## src/rtl/seqdet_sched.sv

```systemverilog
// Round-robin front end for a shared bit-serial Moore "1011" detector: accepts a word from
// one of two requesters, clears the detector, shifts the word MSB first and counts the hits.
module seqdet_sched #(
    parameter int WORD_W = 8,
    parameter int CNT_W  = 4
) (
    input  logic              clock,
    input  logic              reset,
    input  logic [1:0]        req_valid,
    input  logic [WORD_W-1:0] req_word0,
    input  logic [WORD_W-1:0] req_word1,
    output logic [1:0]        req_ready,
    output logic              ser_bit,
    output logic              ser_en,
    output logic              det_clr,
    input  logic              det_in,
    output logic              done,
    output logic              done_id,
    output logic [CNT_W-1:0]  hit_count
);

    localparam int BIDX_W = $clog2(WORD_W);

    typedef enum logic [2:0] {
        IDLE,
        CLEAR,
        SHIFT,
        DRAIN,
        DONE
    } state_t;

    state_t              state;
    state_t              state_next;
    logic [WORD_W-1:0]   word_q;
    logic                id_q;
    logic                last_id;
    logic [BIDX_W-1:0]   bit_idx;
    logic [CNT_W-1:0]    run_cnt;
    logic [CNT_W-1:0]    run_next;
    logic [CNT_W-1:0]    hit_count_q;
    logic                done_id_q;
    logic                grant_valid;
    logic                grant_id;
    logic                sample;

    // Handshake: a requester holds req_valid and its word until it sees its req_ready bit;
    // req_ready is a one-cycle, one-hot strobe raised only in IDLE, and the word is taken
    // on that same clock edge.
    always_comb begin
        state_next  = state;
        req_ready   = 2'b00;
        ser_bit     = 1'b0;
        ser_en      = 1'b0;
        det_clr     = 1'b0;
        done        = 1'b0;
        grant_valid = 1'b0;
        grant_id    = 1'b0;
        sample      = 1'b0;
        case (state)
            IDLE: begin
                if (req_valid != 2'b00 && !reset) begin
                    grant_valid = 1'b1;
                    grant_id    = (req_valid == 2'b11) ? ~last_id : req_valid[1];
                    req_ready   = grant_id ? 2'b10 : 2'b01;
                    state_next  = CLEAR;
                end
            end
            CLEAR: begin
                det_clr    = 1'b1;
                state_next = SHIFT;
            end
            SHIFT: begin
                ser_en  = 1'b1;
                ser_bit = word_q[bit_idx];
                // The first shift cycle still shows the freshly cleared detector.
                sample  = (bit_idx != BIDX_W'(WORD_W - 1));
                if (bit_idx == '0) begin
                    state_next = DRAIN;
                end
            end
            DRAIN: begin
                sample     = 1'b1;
                state_next = DONE;
            end
            DONE: begin
                done       = 1'b1;
                state_next = IDLE;
            end
            default: state_next = IDLE;
        endcase
    end

    always_comb begin
        run_next = run_cnt;
        if (sample && det_in && (run_cnt != {CNT_W{1'b1}})) begin
            run_next = run_cnt + 1'b1;
        end
    end

    always_ff @(posedge clock) begin
        if (reset) begin
            state       <= IDLE;
            word_q      <= '0;
            id_q        <= 1'b0;
            last_id     <= 1'b1;
            bit_idx     <= '0;
            run_cnt     <= '0;
            hit_count_q <= '0;
            done_id_q   <= 1'b0;
        end else begin
            state <= state_next;
            if (grant_valid) begin
                word_q  <= grant_id ? req_word1 : req_word0;
                id_q    <= grant_id;
                last_id <= grant_id;
            end
            case (state)
                CLEAR: begin
                    bit_idx <= BIDX_W'(WORD_W - 1);
                    run_cnt <= '0;
                end
                SHIFT: begin
                    bit_idx <= bit_idx - 1'b1;
                    run_cnt <= run_next;
                end
                DRAIN: begin
                    // Results are loaded as DONE is entered so they are valid alongside done.
                    run_cnt     <= run_next;
                    hit_count_q <= run_next;
                    done_id_q   <= id_q;
                end
                default: ;
            endcase
        end
    end

    assign hit_count = hit_count_q;
    assign done_id   = done_id_q;

endmodule

```

## config.mk

```make
export PLATFORM = sky130hd
export DESIGN_NAME = seqdet_sched
export DESIGN_NICKNAME = d
export VERILOG_FILES = /design/src/rtl/seqdet_sched.sv
export SDC_FILE = /design/constraint.sdc
export NUM_CORES = 1
export LEC_CHECK = 0
export BUFFER_PORTS_ARGS = -buffer_cell sky130_fd_sc_hd__buf_2
export CAP_MARGIN = 5
export CORE_MARGIN = 10
export CORE_UTILIZATION = 35
export CTS_BUF_LIST = sky130_fd_sc_hd__clkbuf_4 sky130_fd_sc_hd__clkbuf_8
export CTS_CLUSTER_SIZE = 24
export DETAILED_ROUTE_END_ITERATION = 12
export PLACE_DENSITY = 0.58
export SYNTH_ARGS = -nofsm -noshare
export SYNTH_HDL_FRONTEND = slang
export SYNTH_SLANG_ARGS = --single-unit
```

## constraint.sdc

```tcl
create_clock -name clock -period 1.5 [get_ports clock]
set_clock_uncertainty 0.2 [all_clocks]
set_input_delay 0.225 -clock clock [delete_from_list [all_inputs] [get_ports clock]]
set_output_delay 0.225 -clock clock [all_outputs]
set_load 0.03 [all_outputs]
```

==> results.yml <==
global_route:
  grt_pass1_vias: 1334
  grt.total_usage: 0.103
  antenna_found_initial: 0
  grt-ovfl-total: 0
  grt_max_degree: 27
  grt_pass1_wl_um: 6080
die:
  dieArea_um2: 6900
  die_h_um: 83.1
  num_rows: 22
  die_w_um: 83.1
  core-area_um2: 3740
  start_util: 0.372
  ios: 32
run_status:
  failed_checks: "negative setup slack"
  status: "finished with violations"
critical_path:
  path_buf_inv: 1
  worst_path_max_delay_cell: "mux4_2"
  path_delay_family: "multiplexers"
  worstPathArrival_ns: 1.55
  slowest_delay_ns: 0.51
  worstPathRequired_ns: 1.07
  worst_setup_path_start_kind: "register"
  critPathMaxFanout: 2
  crit_path_cell_trace: "mux4_2 -> mux2i_2 -> nor2b_4 -> buf_6"
  worst-setup-path-type: "register to output port"
  end_kind: "output port"
drt:
  vias_per_cell: 5.07
  ant_nets: 0
  wl_met2_um: 1980
  wl_met3_um: 112
  wl_per_cell_um: 15.4
  dr.pass1.iters: 4
  route.detailed.drc: 0
  vias: 1237
  wl_um: 3750
  route.layer.met1.wl_um: 1600
  top_layer: "met4"
  drt_iter0_drc: 45
run:
  maxCapViolCount: 0
layout:
  n_antenna_cell: 0
  drive_above_1_share: 0.663
  fill_cells: 332
  fin_nets: 222
  final_util: 0.583
  area_delta_synth_final_pct: 56.8
pwr:
  internal-power_w: 0.00138
  clockPowerShare: 0.206
  pwr-share-seq: 0.386
  p_leak_nw: 0.904
  switchingPower_w: 0.000663
  power_density_nw_per_um2: 936
  combPwrFrac: 0.408
  finalPower_w: 0.00204
  power.switching_fraction: 0.325
  ir_worst_vdd_mv: 0.446
sta:
  tightest_slew_ns: 0.367
  setup_violations: 28
  post-route-period-util: 1.31
  min_period_ns: 1.97
  fin_ws_ns: -0.471
  finalMaxSlewViolations: 0
  fin_hold_ws_ns: 0.0710
  rsz0062_at_grt: "yes"
  worst_slew_margin_rel: 0.755
  fmax_mhz: 507
  final-hold-violation-count: 0
logic_synthesis:
  synth_common_cells: "dfxtp_1, nor2_1, mux2i_1"
  synthArstFlopShare: 0
  synth-seq-area-share: 0.360
  yosysTopAreaCell: "dfxtp_1"
  synth_area_um2: 1390
  syn_avg_cell_area_um2: 10.5
  synth_nets: 158
  yosysMostFrequentCell: "dfxtp_1"
  synth.ff_latch_count: 25
  synth-edff-count: 0
  post-synth-top-area-fraction: 0.360
  yosys_warnings: 0
  synthTopCellsByArea: "dfxtp_1, mux2i_1, a211oi_1"
  synthCells: 133
  synth.distinct_cells: 43
  ys.flop_type: "dfxtp_1"
placement:
  post-dp-hpwl_um: 2500
  gp_congestion: 0.757
  port-buffer-count: 31
cts:
  cts_buffers: 3
  htree_levels: 1
  cts_tree: "done"
  clk_latency_ns: 0.28
  clk_pin_slew_ns: 0.09
  cts_hold_buf: 0
  clk_path_buf_depth: 2
  clock_sinks: 25
  cts_root_buffer: "clkbuf_8"
hold_path:
  worstHoldPathType: "input pin to register"
flip-flops by register name (all words and copies together) (netlist names):
signal and cells:
word_q 8, hit_count 4, run_cnt 4, bit_idx 3, state 3, done_id 1
id_q 1, last_id 1
cells by family (layout without fill, tap and decap cells):
| logic type | after synthesis | count (layout) | synth area share |
|---|---|---|---|
| mux | 15 | 15 | 0.127 |
| xor+xnor | 1 | 1 | 0.00630 |
| flops | 25 | 25 | 0.360 |
| compound gates | 26 | 26 | 0.152 |
| fa+ha+maj | 4 | 4 | 0.0360 |
| buf+inv | 12 | 75 | 0.0872 |
| simple gates | 50 | 50 | 0.232 |
tightest hold or removal path: stages:
cell	delay (ns)
buf_2	0.09
mux2i_1	0.11
a211oi_1	0.08
path summary, 6_finish.rpt:
| path | cells past startpoint | slack, ns | endpoint | start |
|---|---|---|---|---|
| worst max-delay path | 4 | -0.47 | ser_bit | bit_idx[1] |
| worst min-delay path | 3 | 0.07 | word_q[2] | req_word0[2] |
| worst max register to register | 5 | -0.21 | run_cnt[3] | state[2] |
| worst min register to register | 2 | 0.26 | done_id | id_q |
cell type report:
type | instances | area [um2] | area share
inverters | 2 | 7.51 | 0.00344
multi-input cells | 96 | 956 | 0.438
flip-flops and latches | 25 | 513 | 0.235
repair buffers | 69 | 599 | 0.275
well taps | 48 | 60.1 | 0.0275
clock inverters | 1 | 5.00 | 0.00229
clock buffers | 3 | 41.3 | 0.0189
timing repair:
action,CTS,global route
buffers inserted,11,5
gates resized for setup,54,21
gates cloned,1,0
pin swaps,23,8
setup endpoints to repair,28,29
layer usage:
layer / GRT usage / vias to the layer above
met5: 0 / -
met4: 0.0492 / 0
met3: 0.0234 / 7
met2: 0.182 / 21
met1: 0.114 / 600
li1: - / 609
placed cells by master (no fill, tap or decap), types with 5 or more instances in the layout:
master,n
a211oi_2,10
buf_2,25
buf_4,16
buf_6,23
dfxtp_1,19
mux2i_1,10
nand2_1,5
nand3b_1,5
nor2_1,7
nor2_2,5
nor2_4,6
power groups by stage:
stage | logic [W] | registers [W] | clock network [W]
global placement | 0.000548 | 0.000793 | 0
floorplan | 0.000377 | 0.000799 | 0
detailed placement | 0.000567 | 0.000793 | 0
CTS | 0.000745 | 0.000785 | 0.000417
finish | 0.000833 | 0.000788 | 0.000421
global route | 0.000891 | 0.000799 | 0.000452
stage by stage:
stage          setup TNS (ns)  area [um2]  std cells  setup WS (ns)
2_1_floorplan           -1.36        1450        133         -0.196
3_3_place_gp            -1.60        1750        224         -0.204
3_5_place_dp            -2.27        1750        224         -0.201
4_1_cts                 -3.83        2080        240         -0.465
5_1_grt                 -5.95        2180        244         -0.534
6_report                -3.90        2180        244         -0.471
Power figures use the tool's default switching activity.
